[src/rtl/cordic_pkg.sv]
// Shared types and fixed-point constants for the shared-CORDIC cosine scheduler.
package cordic_pkg;

    typedef logic [23:0] fx_t;
    typedef logic [31:0] ft_t;

    localparam int  FX_FRAC = 22;
    localparam fx_t FX_ONE  = 24'h40_0000;

    typedef struct packed {
        logic       v;
        logic [2:0] id;
    } tag_t;

endpackage

[src/rtl/ft_to_fx.sv]
// float32 -> signed Q2.22, truncating toward zero and saturating when |x| >= 2.0.
module ft_to_fx
    import cordic_pkg::*;
(
    input  logic [31:0] f,
    output logic [23:0] x
);

    logic       sgn;
    logic [7:0] e;
    fx_t        mant;
    fx_t        mag;

    // Q2.22 value = mant * 2^(e-128); exponents below 105 shift everything out.
    always_comb begin
        sgn  = f[31];
        e    = f[30:23];
        mant = {1'b1, f[22:0]};
        mag  = '0;
        x    = '0;
        if (e >= 8'd128) begin
            x = sgn ? 24'h80_0000 : 24'h7F_FFFF;
        end else if (e > 8'd104) begin
            mag = mant >> (8'd128 - e);
            x   = sgn ? (~mag + 24'd1) : mag;
        end
    end

endmodule

[src/rtl/fx_to_ft.sv]
// signed Q2.22 -> float32; exact because the magnitude never exceeds 24 bits.
module fx_to_ft
    import cordic_pkg::*;
(
    input  logic [23:0] x,
    output logic [31:0] f
);

    logic       sgn;
    fx_t        mag;
    fx_t        norm;
    logic [4:0] msb;

    always_comb begin
        sgn  = x[23];
        mag  = sgn ? (~x + 24'd1) : x;
        msb  = '0;
        for (int i = 0; i < 24; i++) begin
            if (mag[i]) begin
                msb = 5'(i);
            end
        end
        norm = mag << (5'd23 - msb);
        f    = '0;
        if (mag != '0) begin
            f = {sgn, 8'(msb) + 8'(127 - FX_FRAC), norm[22:0]};
        end
    end

endmodule

[src/rtl/rr_arbiter.sv]
// Combinational round-robin arbiter: one-hot grant starting the search at ptr.
module rr_arbiter #(
    parameter int N  = 4,
    parameter int PW = $clog2(N)
) (
    input  logic [N-1:0]  eligible,
    input  logic [PW-1:0] ptr,
    output logic [N-1:0]  grant,
    output logic [PW-1:0] next_ptr
);

    logic [PW:0]   sum;
    logic [PW-1:0] idx;

    // Walk from the farthest candidate back to ptr so the closest eligible one wins.
    always_comb begin
        grant    = '0;
        next_ptr = ptr;
        sum      = '0;
        idx      = '0;
        for (int k = N - 1; k >= 0; k--) begin
            sum = {1'b0, ptr} + (PW + 1)'(k);
            if (sum >= (PW + 1)'(N)) begin
                sum = sum - (PW + 1)'(N);
            end
            idx = sum[PW-1:0];
            if (eligible[idx]) begin
                grant      = '0;
                grant[idx] = 1'b1;
                next_ptr   = (idx == PW'(N - 1)) ? '0 : idx + 1'b1;
            end
        end
    end

endmodule

[src/rtl/cordic_cos_sched.sv]
// Round-robin scheduler sharing one external cordic_ip cosine pipe among NREQ float32 requesters.
// Optional perf counters are built when CORDIC_PERF_EN is defined; otherwise both read zero.
module cordic_cos_sched
    import cordic_pkg::*;
#(
    parameter int NREQ       = 4,
    parameter int CORDIC_LAT = 4
) (
    input  logic              clk,
    input  logic              reset_n,
    input  logic [NREQ-1:0]   req_valid,
    output logic [NREQ-1:0]   req_ready,
    input  logic [NREQ*32-1:0] req_data,
    output logic [NREQ-1:0]   rsp_valid,
    input  logic [NREQ-1:0]   rsp_ready,
    output logic [NREQ*32-1:0] rsp_data,
    output logic [23:0]       cordic_z,
    input  logic [23:0]       cordic_cos,
    output logic [31:0]       perf_busy,
    output logic [31:0]       perf_ops
);

    localparam int PW = $clog2(NREQ);

    logic [NREQ-1:0] outstanding_reg;
    logic [NREQ-1:0] rsp_valid_reg;
    logic [NREQ-1:0] eligible;
    logic [NREQ-1:0] grant;
    logic [NREQ-1:0] fire;
    logic [NREQ-1:0] set_valid;
    logic [PW-1:0]   ptr_reg;
    logic [PW-1:0]   ptr_next;
    logic [2:0]      grant_id;
    ft_t             grant_data;
    fx_t             grant_fx;
    fx_t             z_reg;
    tag_t            tag_reg [CORDIC_LAT+1];
    logic            cap_v_reg;
    logic [2:0]      cap_id_reg;
    fx_t             cap_cos_reg;
    ft_t             cap_ft;
    ft_t             slot_reg [NREQ];

    // A requester with an op in flight stays ineligible until its result is consumed.
    assign eligible  = req_valid & ~outstanding_reg;
    assign req_ready = grant;
    assign fire      = rsp_valid_reg & rsp_ready;
    assign rsp_valid = rsp_valid_reg;
    assign cordic_z  = z_reg;

    rr_arbiter #(.N(NREQ), .PW(PW)) u_arb (
        .eligible (eligible),
        .ptr      (ptr_reg),
        .grant    (grant),
        .next_ptr (ptr_next)
    );

    always_comb begin
        grant_id   = '0;
        grant_data = '0;
        for (int i = 0; i < NREQ; i++) begin
            if (grant[i]) begin
                grant_id   = 3'(i);
                grant_data = req_data[32*i +: 32];
            end
        end
    end

    ft_to_fx u_ft_to_fx (.f(grant_data), .x(grant_fx));
    fx_to_ft u_fx_to_ft (.x(cap_cos_reg), .f(cap_ft));

    // The exit tag samples cordic_cos into a capture register; conversion happens the cycle after.
    always_ff @(posedge clk) begin
        if (!reset_n) begin
            ptr_reg         <= '0;
            outstanding_reg <= '0;
            z_reg           <= '0;
            cap_v_reg       <= 1'b0;
            cap_id_reg      <= '0;
            cap_cos_reg     <= '0;
            rsp_valid_reg   <= '0;
            for (int k = 0; k <= CORDIC_LAT; k++) begin
                tag_reg[k] <= '0;
            end
        end else begin
            if (|grant) begin
                ptr_reg <= ptr_next;
                z_reg   <= grant_fx;
            end
            outstanding_reg <= (outstanding_reg & ~fire) | grant;
            tag_reg[0]      <= {|grant, grant_id};
            for (int k = 1; k <= CORDIC_LAT; k++) begin
                tag_reg[k] <= tag_reg[k-1];
            end
            cap_v_reg     <= tag_reg[CORDIC_LAT].v;
            cap_id_reg    <= tag_reg[CORDIC_LAT].id;
            cap_cos_reg   <= cordic_cos;
            rsp_valid_reg <= (rsp_valid_reg & ~fire) | set_valid;
        end
    end

    always_ff @(posedge clk) begin
        if (!reset_n) begin
            for (int i = 0; i < NREQ; i++) begin
                slot_reg[i] <= '0;
            end
        end else begin
            for (int i = 0; i < NREQ; i++) begin
                if (set_valid[i]) begin
                    slot_reg[i] <= cap_ft;
                end
            end
        end
    end

    generate
        for (genvar gi = 0; gi < NREQ; gi++) begin : g_slot
            assign set_valid[gi]          = cap_v_reg && (cap_id_reg == 3'(gi));
            assign rsp_data[32*gi +: 32] = slot_reg[gi];
        end
    endgenerate

`ifdef CORDIC_PERF_EN
    logic [31:0] perf_busy_reg;
    logic [31:0] perf_ops_reg;
    logic [31:0] fire_cnt;

    always_comb begin
        fire_cnt = '0;
        for (int i = 0; i < NREQ; i++) begin
            fire_cnt = fire_cnt + 32'(fire[i]);
        end
    end

    // Busy saturates; the op count is allowed to wrap.
    always_ff @(posedge clk) begin
        if (!reset_n) begin
            perf_busy_reg <= '0;
            perf_ops_reg  <= '0;
        end else begin
            if ((|outstanding_reg) && (perf_busy_reg != 32'hFFFF_FFFF)) begin
                perf_busy_reg <= perf_busy_reg + 32'd1;
            end
            perf_ops_reg <= perf_ops_reg + fire_cnt;
        end
    end

    assign perf_busy = perf_busy_reg;
    assign perf_ops  = perf_ops_reg;
`else
    assign perf_busy = '0;
    assign perf_ops  = '0;
`endif

endmodule

[config.mk]
export PLATFORM = sky130hd
export DESIGN_NAME = cordic_cos_sched
export DESIGN_NICKNAME = d
export VERILOG_FILES = /design/src/rtl/cordic_pkg.sv /design/src/rtl/ft_to_fx.sv /design/src/rtl/fx_to_ft.sv /design/src/rtl/rr_arbiter.sv /design/src/rtl/cordic_cos_sched.sv
export SDC_FILE = /design/constraint.sdc
export NUM_CORES = 1
export LEC_CHECK = 0
export BUFFER_PORTS_ARGS = -buffer_cell sky130_fd_sc_hd__buf_2
export CAP_MARGIN = 20
export CORE_ASPECT_RATIO = 1.75
export CORE_MARGIN = 4
export CORE_UTILIZATION = 35
export DETAILED_ROUTE_END_ITERATION = 6
export GPL_TIMING_DRIVEN = 0
export PLACE_DENSITY_LB_ADDON = 0.12
export SYNTH_ARGS = -nofsm -noshare
export SYNTH_HDL_FRONTEND = slang
export SYNTH_SLANG_ARGS = --single-unit
[constraint.sdc]
create_clock -name clk -period 10.1 [get_ports clk]
set_input_delay 2.02 -clock clk [delete_from_list [all_inputs] [get_ports clk]]
set_output_delay 2.02 -clock clk [all_outputs]
set_load 0.05 [all_outputs]
==> load_flow_metrics.sql, run 1 <==
INSERT INTO impl_metrics (metric_group, metric, value, unit) VALUES
('setup_path', 'crit_arrival', '9.99', 'ns'),
('place', 'gpl.final_weighted_congestion', '1.02', ''),
('detailed_routing', 'drt-vias-per-instance', '5.44', ''),
('clock_network', 'clk_pin_slew', '0.06', 'ns'),
('sta', 'timing.max_slew.rel_slack', '0.207', ''),
('final_layout', 'net_total_in_the_final_layout', '2068', ''),
('die', 'boundaryPins', '386', ''),
('synthesis', 'synth_edf_count', '128', ''),
('final_layout', 'highest_count_cells_in_the_layout_ignoring_fill_and_taps', 'sky130_fd_sc_hd__buf_2 (336), sky130_fd_sc_hd__nor2_1 (198), sky130_fd_sc_hd__edfxtp_1 (128), sky130_fd_sc_hd__nand2_1 (127), sky130_fd_sc_hd__a21oi_1 (98)', ''),
('sta', 'slew_limit_fails', '0', ''),
('detailed_routing', 'number_of_remaining_drc_errors', '0', ''),
('setup_path', 'worst-setup-path-type', 'primary input to flop', ''),
('synthesis', 'ys_warn_count', '0', ''),
('synthesis', 'yosys_register_bits', '204', ''),
('sta', 'fmax', '104', 'MHz'),
('sta', 'unrepaired_setup_endpoints_after_global_routing', 'false', ''),
('detailed_routing', 'dr.first_iter.drc_count', '753', ''),
('final_layout', 'layout-drive-gt1-share', '0.259', ''),
('global_routing', 'number_of_global_route_vias_before_repair', '13174', ''),
('global_routing', 'groute.usage.overall', '0.246', ''),
('die', 'design.core.area', '37000', 'sq um'),
('synthesis', 'async_flop_share', '0', ''),
('clock_network', 'cts_num_sinks', '204', ''),
('setup_path', 'cp_data_required_time', '10.48', 'ns'),
('place', 'detailedPlacementHpwl', '43300', 'um'),
('clock_network', 'cts_hold_buf', '0', ''),
('synthesis', 'mappedNetlistArea', '13200', 'sq um'),
('synthesis', 'synth_seq_area_share', '0.408', ''),
('sta', 'timing.clock.skew', '0.0103', 'ns'),
('detailed_routing', 'detail-route-antenna-nets', '0', ''),
('setup_path', 'critical_path.startpoint_type', 'primary input', ''),
('clock_network', 'tritoncts', 'yes', ''),
('synthesis', 'postSynth.topFlopCell', 'sky130_fd_sc_hd__edfxtp_1', ''),
('global_routing', 'grt-ovfl-total', '0', ''),
('clock_network', 'clk-insertion-delay-late', '0.51', 'ns'),
('sta', 'holdWs', '0.433', 'ns'),
('clock_network', 'clock_root_buffer_master', 'sky130_fd_sc_hd__clkbuf_16', ''),
('die', 'placementRows', '93', ''),
('detailed_routing', 'vias', '12962', ''),
('setup_path', 'worstPathMaxFanout', '10', ''),
('job', 'maxCapViolations', '0', ''),
('global_routing', 'antenna_found_initial', '1', ''),
('synthesis', 'syn-instance-count', '1480', ''),
('final_layout', 'final_common_cell', 'sky130_fd_sc_hd__buf_2', ''),
('clock_network', 'htreeDepth', '1', ''),
('sta', 'timing.final.setup_violations', '0', ''),
('detailed_routing', 'post_drt_wl_per_cell', '22.1', 'um'),
('die', 'die-width', '155', 'um'),
('detailed_routing', 'totalWireLength', '52600', 'um'),
('clock_network', 'numCtsBuffers', '21', ''),
('status', 'status', 'complete, no violations', ''),
('final_layout', 'largest_reg_flops', '128', ''),
('final_layout', 'area.growth.synth_to_final', '25.2', '%'),
('detailed_routing', 'drt-pass1-iter-count', '5', ''),
('die', 'die_h', '265', 'um'),
('die', 'die_area', '40900', 'sq um'),
('die', 'initial_core_util', '0.356', ''),
('worst_hold_path', 'min-delay-path-class', 'flop to flop', ''),
('sta', 'tightestPinTransition', '1.19', 'ns'),
('global_routing', 'grt_start_max_net_pins', '19', ''),
('sta', 'final.min_clock_period', '9.61', 'ns'),
('sta', 'final_min_period_over_clock_period', '0.952', ''),
('place', 'io_buffer_count', '321', ''),
('sta', 'timing.final.hold_violations', '0', ''),
('synthesis', 'syn-mean-instance-area', '8.89', 'sq um'),
('synthesis', 'synthDistinctLibCells', '93', ''),
('global_routing', 'grt_first_pass_wirelength', '77900', 'um'),
('setup_path', 'endpoint_kind', 'flop', ''),
('clock_network', 'cts.path.max_buffers', '3', '');
-- kinds of logic after synthesis --
logic type	Yosys count	share of synthesized area
multiplexers	69	0.0628
AND/OR/NAND/NOR	585	0.216
buffers and inverters	177	0.0715
XOR/XNOR	36	0.0254
other	1	0.000285
flip-flops	204	0.408
adder cells (fa/ha/maj)	14	0.0133
AO/OA/AOI/OAI	394	0.203
-- layout make-up --
| type | instances | area (sq um) |
|---|---|---|
| diodes | 1 | 2.50 |
| plain buffers | 149 | 837 |
| clock buffers | 23 | 533 |
| clock inverters | 15 | 171 |
| fillers | 3750 | 20500 |
| inverters | 28 | 105 |
| multi-input cells | 1162 | 7140 |
| flip-flops and latches | 204 | 5370 |
| well taps | 475 | 594 |
| repair buffers | 326 | 1720 |
-- cell usage after synthesis, drive strengths merged, types with 5 or more instances --
library cell  number  area, sq um
o221ai             6         58.8
o31ai             17          128
o22ai              7         43.8
o2bb2ai           14          123
clkbuf            60          225
nor2             198          743
nor3              35          180
o211ai            25          188
or4                8         63.8
nand2b            16          100
mux2i             50          500
a211o              5         43.8
a22oi              9         67.6
or3                8         50.1
buf               89          611
a221oi            18          170
o21a              11         82.6
a2bb2oi            7         61.3
nand3             53          265
edfxtp           128         3840
a21boi             8         60.1
o21ai             93          469
a31oi             10         62.6
and3              12         75.1
o41ai              9         86.3
a211oi            11          113
nand3b             5         37.5
mux4               9          210
xnor2              9         97.6
nor3b              8         60.1
nor4              11         96.3
dfxtp             76         1520
xor2              27          236
nand2            129          494
nor2b             14         87.6
inv               26         97.6
nand4             20          125
ha                14          175
mux2              10          116
a21oi             99          499
and2              57          358
-- metrics by stage --
| stage | utilization | setup TNS [ns] | worst slack (ns) | cells | instance area (sq um) |
|---|---|---|---|---|---|
| global placement | 0.422 | -1.05 | -0.418 | 2339 | 15600 |
| finish | 0.445 | 0 | 0.489 | 2383 | 16500 |
| CTS | 0.445 | 0 | 0.187 | 2382 | 16500 |
| floorplan | - | 0 | 1.87 | 1543 | 13400 |
| global route | 0.445 | 0 | 0.0359 | 2382 | 16500 |
| detailed placement | 0.426 | -0.730 | -0.342 | 2344 | 15800 |
-- routing by layer --
layer,track usage,up-vias,share of wire
met3,0.0243,153,0.041
met1,0.225,6152,0.32
met2,0.503,486,0.57
li1,-,6171,-
met5,0,-,0
met4,0.150,0,0.071
-- critical path: stages --
cell	delay, ns
sky130_fd_sc_hd__buf_2	0.11
sky130_fd_sc_hd__nand2b_1	0.13
sky130_fd_sc_hd__mux4_2	0.59
sky130_fd_sc_hd__mux2_4	0.35
sky130_fd_sc_hd__a211oi_4	0.44
sky130_fd_sc_hd__inv_2	0.18
sky130_fd_sc_hd__nor4b_4	0.41
sky130_fd_sc_hd__buf_4	0.26
sky130_fd_sc_hd__clkbuf_2	0.29
sky130_fd_sc_hd__clkbuf_1	0.38
sky130_fd_sc_hd__a21boi_0	0.17
sky130_fd_sc_hd__ha_1	0.26
sky130_fd_sc_hd__inv_1	0.14
sky130_fd_sc_hd__a311oi_1	0.10
sky130_fd_sc_hd__a211o_1	0.30
sky130_fd_sc_hd__buf_2	0.20
sky130_fd_sc_hd__buf_2	0.25
sky130_fd_sc_hd__nor4_1	0.50
sky130_fd_sc_hd__a2111oi_0	0.13
sky130_fd_sc_hd__a2111oi_0	0.77
sky130_fd_sc_hd__nor3_1	0.21
sky130_fd_sc_hd__a211oi_1	0.57
sky130_fd_sc_hd__nand3_2	0.34
sky130_fd_sc_hd__o41ai_1	0.50
sky130_fd_sc_hd__xor2_1	0.27
sky130_fd_sc_hd__a21oi_1	0.10
-- final timing paths --
kind                 start            end  slack, ns  cells past startpoint
max           req_valid[1]   cordic_z[14]       0.49                     26
min          tag_reg[3][0]  tag_reg[4][0]       0.43                      1
max reg2reg     ptr_reg[1]   cordic_z[14]       0.97                     27
min reg2reg  tag_reg[3][0]  tag_reg[4][0]       0.43                      1
-- what timing repair did --
action	4_1_cts	5_1_grt
setup endpoints to repair	0	7
gates resized for setup	0	4
hold endpoints to repair	0	0
buffers inserted	0	0
Power of run 1 is left out: the tool's default activity adds up to more than one toggle a clock period on the data nets, which glitch-free logic cannot reach.
==> inputs of run 2 (changes only) <==
- PLACE_DENSITY: not set -> 0.56
- PLACE_DENSITY_LB_ADDON: 0.12 -> not set
==> run 2 against run 1 <==
Register-to-register slack lost 0.04 ns. Sequential share of layout area is essentially flat. Worst hold slack lost 0.00069 ns. Largest cell class unchanged. Critical path depth grew 3. Critical path type unchanged. Die area is the same. Non-clock buffer count shrank 1.
==> load_flow_metrics.sql, run 2 (synthesis gave the netlist of run 1 again) <==
INSERT INTO impl_metrics (metric_group, metric, value, unit) VALUES
('detailed_routing', 'vias', '13017', ''),
('sta', 'final.min_clock_period', '9.62', 'ns'),
('detailed_routing', 'drt-vias-per-instance', '5.46', ''),
('job', 'maxCapViolations', '0', ''),
('detailed_routing', 'drt-pass1-iter-count', '5', ''),
('setup_path', 'rrSetupSlack', '0.93', 'ns'),
('sta', 'timing.clock.skew', '0.00842', 'ns'),
('clock_network', 'clock_root_buffer_master', 'sky130_fd_sc_hd__clkbuf_16', ''),
('sta', 'timing.final.hold_violations', '0', ''),
('sta', 'slew_limit_fails', '0', ''),
('worst_hold_path', 'min_to', 'tag_reg[4][1]', ''),
('final_layout', 'net_total_in_the_final_layout', '2067', ''),
('setup_path', 'critical-path-max-stage-delay', '0.60', 'ns'),
('setup_path', 'endpoint_kind', 'flop', ''),
('setup_path', 'endpoint_of_the_lowest_slack_register_to_register_path', 'cordic_z[14]', ''),
('global_routing', 'grt_start_max_net_pins', '19', ''),
('global_routing', 'number_of_global_route_vias_before_repair', '13221', ''),
('place', 'io_buffer_count', '321', ''),
('sta', 'finalWorstSetupSlack', '0.481', 'ns'),
('final_layout', 'largest_reg_flops', '128', ''),
('clock_network', 'clk_pin_slew', '0.06', 'ns'),
('setup_path', 'reg2reg_from', 'ptr_reg[1]', ''),
('sta', 'timing.max_slew.rel_slack', '0.188', ''),
('sta', 'fmax', '104', 'MHz'),
('setup_path', 'critical_path.startpoint_type', 'primary input', ''),
('die', 'placementRows', '93', ''),
('worst_hold_path', 'worst_hold_path.num_cells', '1', ''),
('setup_path', 'worstPathMaxFanout', '19', ''),
('sta', 'final_min_period_over_clock_period', '0.952', ''),
('setup_path', 'crit_slowest_cell', 'sky130_fd_sc_hd__mux4_2', ''),
('clock_network', 'numCtsBuffers', '21', ''),
('clock_network', 'cts.path.max_buffers', '3', ''),
('final_layout', 'layout_fillers', '3765', ''),
('place', 'gpl.final_weighted_congestion', '1.02', ''),
('detailed_routing', 'post_drt_wl_per_cell', '22.1', 'um'),
('die', 'die_area', '40900', 'sq um'),
('die', 'boundaryPins', '386', ''),
('final_layout', 'final_common_cell', 'sky130_fd_sc_hd__buf_2', ''),
('global_routing', 'grt_first_pass_wirelength', '77500', 'um'),
('place', 'pre_cts_ws', '-0.573', 'ns'),
('sta', 'unrepaired_setup_endpoints_after_global_routing', 'false', ''),
('setup_path', 'worst-setup-path-type', 'primary input to flop', ''),
('detailed_routing', 'number_of_remaining_drc_errors', '0', ''),
('clock_network', 'post_cts.repair.setup_buffers', '0', ''),
('setup_path', 'r2r.worst_path.cells', '30', ''),
('clock_network', 'clk-insertion-delay-late', '0.51', 'ns'),
('global_routing', 'antenna_found_initial', '0', ''),
('final_layout', 'highest_count_cells_in_the_layout_ignoring_fill_and_taps', 'sky130_fd_sc_hd__buf_2 (336), sky130_fd_sc_hd__nor2_1 (198), sky130_fd_sc_hd__edfxtp_1 (128), sky130_fd_sc_hd__nand2_1 (127), sky130_fd_sc_hd__a21oi_1 (98)', ''),
('sta', 'tightestPinTransition', '1.22', 'ns'),
('detailed_routing', 'detail-route-antenna-nets', '0', ''),
('global_routing', 'grt-ovfl-total', '0', ''),
('sta', 'timing.final.setup_violations', '0', ''),
('die', 'die-width', '155', 'um'),
('final_layout', 'area.growth.synth_to_final', '25.0', '%'),
('status', 'status', 'complete, no violations', ''),
('die', 'design.core.area', '37000', 'sq um'),
('clock_network', 'cts_num_sinks', '204', ''),
('detailed_routing', 'dr.first_iter.drc_count', '746', ''),
('final_layout', 'layout-drive-gt1-share', '0.260', ''),
('clock_network', 'htreeDepth', '1', ''),
('detailed_routing', 'totalWireLength', '52600', 'um'),
('clock_network', 'cts_hold_buf', '0', ''),
('die', 'initial_core_util', '0.356', ''),
('place', 'detailedPlacementHpwl', '43600', 'um'),
('global_routing', 'groute.usage.overall', '0.244', ''),
('die', 'die_h', '265', 'um'),
('worst_hold_path', 'min-delay-start', 'tag_reg[3][1]', ''),
('worst_hold_path', 'min-delay-path-class', 'flop to flop', ''),
('clock_network', 'tritoncts', 'yes', ''),
('setup_path', 'cp_data_required_time', '10.49', 'ns'),
('setup_path', 'crit_arrival', '10.00', 'ns');
==> run 2: cell types whose count changed in the layout (fill, tap and decap cells not counted) <==
cell                         delta
sky130_fd_sc_hd__bufinv_16      -1
sky130_fd_sc_hd__clkbuf_8       +1
sky130_fd_sc_hd__clkinv_1       -3
sky130_fd_sc_hd__clkinv_2       +1
sky130_fd_sc_hd__clkinv_4       +1
sky130_fd_sc_hd__clkinvlp_2     +1
sky130_fd_sc_hd__clkinvlp_4     -1
==> run 2: layout make-up <==
type | count | area [sq um] | share of cell area
Inverter | 28 | 105 | 0.00639
Buffer | 148 | 833 | 0.0506
Antenna cell | 1 | 2.50 | 0.000152
Tap cell | 475 | 594 | 0.0361
Timing Repair Buffer | 326 | 1720 | 0.105
Clock buffer | 25 | 551 | 0.0335
Multi-Input combinational cell | 1162 | 7140 | 0.434
Clock inverter | 13 | 141 | 0.00859
Sequential cell | 204 | 5370 | 0.326
==> run 2: worst max-delay path, delay by kind of cell <==
kind,cells,cell delay [ns]
buf+inv,10,2.10
compound gates,9,3.00
xor+xnor,1,0.26
mux,2,0.95
simple gates,5,1.20
fa+ha+maj,2,0.43
==> run 2: how the worst max path moves through the flow <==
stage / end / slack, ns / start
2_1_floorplan: cordic_z[14] / 1.87 / req_valid[0]
3_3_place_gp: cordic_z[14] / -0.60 / req_valid[2]
3_5_place_dp: cordic_z[14] / -0.57 / req_valid[2]
4_1_cts: cordic_z[14] / 0.18 / req_valid[2]
5_1_grt: cordic_z[14] / 0.12 / req_valid[2]
6_report: cordic_z[14] / 0.48 / req_valid[2]
==> run 2: repair_timing <==
action                                  CTS  global route
endpoints found under the setup margin    1             2
pin swaps                                 0             0
gates resized for setup                   1             2
==> run 2: through the flow <==
stage	utilization	cell area, sq um	setup TNS [ns]	hold slack (ns)	std cells
final	0.445	16500	0	0.432	2382
after global routing	0.445	16500	0	0.448	2381
after CTS	0.445	16500	0	0.436	2382
after detailed placement	0.426	15800	-2.07	0.421	2344
after global placement	0.422	15600	-2.16	0.415	2339
after floorplan	-	13400	0	0.412	1543
==> run 2: metal layers <==
metal	part of all wire	vias to the layer above	wire length, um	global-route usage
met5	0	-	0	0
met4	0.068	0	3560	0.146
met3	0.040	155	2110	0.0198
met2	0.56	527	29700	0.496
met1	0.33	6149	17300	0.230
li1	-	6186	-	-
Power of run 2 is left out for the same reason.
==> inputs of run 3 (changes only) <==
- ABC_AREA: not set -> 1
==> run 3 against run 2 <==
Area after synthesis grew 2.4%. Clock skew grew 0.0097 ns. Setup slack gained 2.5 ns. Routed wire length shrank 4.4%. Die area grew 2.3%. Synthesized cell count grew 29%. Non-clock buffer count grew 5. Largest cell class unchanged.
==> load_flow_metrics.sql, run 3 <==
INSERT INTO impl_metrics (metric_group, metric, value, unit) VALUES
('synthesis', 'netlist_top_cells_area', 'sky130_fd_sc_hd__edfxtp_1 (29%), sky130_fd_sc_hd__nand2_1 (14%), sky130_fd_sc_hd__dfxtp_1 (11%)', ''),
('worst_hold_path', 'min-delay-start', 'tag_reg[3][3]', ''),
('setup_path', 'critical-path-max-stage-delay', '0.42', 'ns'),
('synthesis', 'syn-instance-count', '1902', ''),
('die', 'boundaryPins', '386', ''),
('die', 'placementRows', '94', ''),
('synthesis', 'ys_warn_count', '0', ''),
('detailed_routing', 'vias', '14008', ''),
('sta', 'finalWorstSetupSlack', '2.93', 'ns'),
('synthesis', 'synth_seq_area_share', '0.398', ''),
('sta', 'final.min_clock_period', '7.17', 'ns'),
('sta', 'timing.clock.skew', '0.0181', 'ns'),
('global_routing', 'grt-ovfl-total', '0', ''),
('clock_network', 'cts_hold_buf', '0', ''),
('final_layout', 'layout_fillers', '4036', ''),
('clock_network', 'htreeDepth', '1', ''),
('place', 'detailed_place.area', '16000', 'sq um'),
('final_layout', 'largest_reg_flops', '128', ''),
('detailed_routing', 'detail-route-antenna-nets', '0', ''),
('detailed_routing', 'post_drt_wl_per_cell', '17.9', 'um'),
('final_layout', 'final_common_cell', 'sky130_fd_sc_hd__nand2_1', ''),
('sta', 'timing.max_slew.rel_slack', '0.382', ''),
('place', 'detailedPlacementHpwl', '42000', 'um'),
('synthesis', 'yosys_register_bits', '204', ''),
('synthesis', 'synthDistinctLibCells', '54', ''),
('synthesis', 'postSynth.topFlopCell', 'sky130_fd_sc_hd__edfxtp_1', ''),
('die', 'die-width', '156', 'um'),
('setup_path', 'crit_slowest_cell', 'sky130_fd_sc_hd__clkbuf_1', ''),
('clock_network', 'cts.repair.resized', '0', ''),
('global_routing', 'antenna_found_initial', '2', ''),
('place', 'pre_cts_ws', '2.56', 'ns'),
('detailed_routing', 'routed-wl-met2', '28900', 'um'),
('setup_path', 'critical_path.startpoint_type', 'primary input', ''),
('setup_path', 'rrSetupSlack', '3.42', 'ns'),
('job', 'maxCapViolations', '0', ''),
('setup_path', 'endpoint_of_the_lowest_slack_register_to_register_path', 'cordic_z[16]', ''),
('status', 'status', 'complete, no violations', ''),
('clock_network', 'clock_root_buffer_master', 'sky130_fd_sc_hd__clkbuf_16', ''),
('clock_network', 'post_cts.repair.setup_buffers', '0', ''),
('sta', 'timing.final.hold_violations', '0', ''),
('synthesis', 'ys_top_cells_by_count', 'sky130_fd_sc_hd__nand2_1 (520), sky130_fd_sc_hd__nor2_1 (219), sky130_fd_sc_hd__nand3_1 (206), sky130_fd_sc_hd__inv_1 (153), sky130_fd_sc_hd__edfxtp_1 (128)', ''),
('global_routing', 'number_of_global_route_vias_before_repair', '13653', ''),
('final_layout', 'net_total_in_the_final_layout', '2486', ''),
('place', 'gpl.final_weighted_congestion', '0.983', ''),
('detailed_routing', 'uppermost_metal_layer_occupied_by_signal_nets', 'met4', ''),
('final_layout', 'sequential_cell_area', '5370', 'sq um'),
('place', 'io_buffer_count', '320', ''),
('worst_hold_path', 'worst_hold_path.num_cells', '2', ''),
('detailed_routing', 'met3_wirelength', '2460', 'um'),
('die', 'die_h', '268', 'um'),
('detailed_routing', 'totalWireLength', '50300', 'um'),
('sta', 'timing.final.setup_violations', '0', ''),
('worst_hold_path', 'min-delay-path-class', 'flop to flop', ''),
('synthesis', 'yosys.area.top_type', 'sky130_fd_sc_hd__edfxtp_1', ''),
('detailed_routing', 'dr.first_iter.drc_count', '823', ''),
('detailed_routing', 'wl_met1', '16800', 'um'),
('setup_path', 'crit_arrival', '7.61', 'ns'),
('setup_path', 'cp_data_required_time', '10.55', 'ns'),
('setup_path', 'endpoint_kind', 'flop', ''),
('sta', 'fin_setup_tns', '0', 'ns'),
('setup_path', 'r2r.worst_path.cells', '34', ''),
('detailed_routing', 'drt-pass1-iter-count', '5', ''),
('die', 'design.core.area', '37900', 'sq um'),
('synthesis', 'yosysMostFrequentCell', 'sky130_fd_sc_hd__nand2_1', ''),
('setup_path', 'worstPathMaxFanout', '10', ''),
('sta', 'fmax', '140', 'MHz'),
('synthesis', 'async_flop_share', '0', ''),
('worst_hold_path', 'min_to', 'tag_reg[4][3]', ''),
('setup_path', 'worst-setup-path-type', 'primary input to flop', ''),
('setup_path', 'reg2reg_from', 'ptr_reg[0]', ''),
('synthesis', 'synth_top_cell_area_share', '0.285', ''),
('sta', 'unrepaired_setup_endpoints_after_global_routing', 'false', ''),
('sta', 'final_min_period_over_clock_period', '0.710', ''),
('global_routing', 'groute.usage.overall', '0.230', ''),
('final_layout', 'highest_count_cells_in_the_layout_ignoring_fill_and_taps', 'sky130_fd_sc_hd__nand2_1 (517), sky130_fd_sc_hd__buf_2 (336), sky130_fd_sc_hd__nor2_1 (219), sky130_fd_sc_hd__nand3_1 (206), sky130_fd_sc_hd__inv_1 (153)', ''),
('final_layout', 'layout-drive-gt1-share', '0.229', ''),
('clock_network', 'numCtsBuffers', '21', ''),
('die', 'die_area', '41800', 'sq um'),
('clock_network', 'cts_num_sinks', '204', ''),
('setup_path', 'crit_path_frequent_cell', 'sky130_fd_sc_hd__nand2_1', ''),
('clock_network', 'clk_pin_slew', '0.06', 'ns'),
('detailed_routing', 'number_of_remaining_drc_errors', '0', ''),
('clock_network', 'cts.path.max_buffers', '3', ''),
('global_routing', 'grt_start_max_net_pins', '33', ''),
('final_layout', 'postLayoutCellArea', '16700', 'sq um'),
('sta', 'tightestPinTransition', '0.921', 'ns'),
('global_routing', 'grt_first_pass_wirelength', '75800', 'um'),
('final_layout', 'area.growth.synth_to_final', '23.8', '%'),
('sta', 'slew_limit_fails', '0', ''),
('detailed_routing', 'drt-vias-per-instance', '4.99', ''),
('synthesis', 'synth_edf_count', '128', ''),
('final_layout', 'multi_input_area', '6800', 'sq um'),
('clock_network', 'clk-insertion-delay-late', '0.52', 'ns'),
('synthesis', 'syn-mean-instance-area', '7.08', 'sq um'),
('die', 'initial_core_util', '0.356', ''),
('synthesis', 'mappedNetlistArea', '13500', 'sq um'),
('clock_network', 'tritoncts', 'yes', '');
==> run 3: cell types whose count changed after synthesis, moves of 21 or more <==
cell                      previous run  this run
sky130_fd_sc_hd__a21oi_1            98        73
sky130_fd_sc_hd__and2_1             56         0
sky130_fd_sc_hd__inv_1              21       153
sky130_fd_sc_hd__mux2i_1            50         2
sky130_fd_sc_hd__nand2_1           127       520
sky130_fd_sc_hd__nand3_1            53       206
sky130_fd_sc_hd__nor2_1            198       219
sky130_fd_sc_hd__o21ai_0            88       126
==> run 3: worst max-delay path, delay by kind of cell <==
kind,cells,cell delay [ns]
and+or+nand+nor,25,3.29
buffers and inverters,6,1.52
adders and majority gates,2,0.62
AOI/OAI and AO/OA,1,0.17
==> run 3: cell families (layout without fill, tap and decap cells) <==
kind of cell / count (synthesis) / after routing / synth area share
adders and majority gates: 14 / 14 / 0.0130
other: 1 / 66 / 0.000278
and+or+nand+nor: 1061 / 1061 / 0.346
muxes: 2 / 2 / 0.00149
AOI/OAI and AO/OA: 265 / 265 / 0.110
DFF: 204 / 204 / 0.398
xor gates and xnor gates: 23 / 23 / 0.0161
buffers and inverters: 332 / 692 / 0.115
==> run 3: routing by layer <==
metal,global-route usage,vias up
met2,0.479,499
met4,0.0843,0
li1,-,6921
met5,0,-
met3,0.0252,105
met1,0.224,6483
==> run 3: final cells by class <==
type                    instances  area share
well taps                     480      0.0360
diodes                          2    0.000300
repair buffers                322      0.0989
inverters                     175      0.0394
clock inverters                11     0.00968
flip-flops and latches        204       0.322
plain buffers                 157      0.0534
multi-input cells            1429       0.408
clock buffers                  27      0.0329
==> run 3: worst max-delay path by stage <==
| stage | from | to | slack (ns) |
|---|---|---|---|
| global route | req_valid[3] | cordic_z[16] | 2.53 |
| detailed placement | req_valid[3] | cordic_z[16] | 2.56 |
| floorplan | req_valid[3] | cordic_z[20] | 3.99 |
| CTS | req_valid[3] | cordic_z[16] | 3.08 |
| finish | req_valid[3] | cordic_z[16] | 2.93 |
| global placement | req_valid[1] | cordic_z[16] | 2.53 |
==> run 3: per-stage QoR <==
stage               utilization  hold slack [ns]  instances
floorplan                     -            0.390       1965
global placement          0.420            0.393       2765
detailed placement        0.422            0.399       2767
CTS                       0.440            0.411       2805
global route              0.440            0.423       2806
finish                    0.440            0.408       2807
Power of run 3 is left out for the same reason.
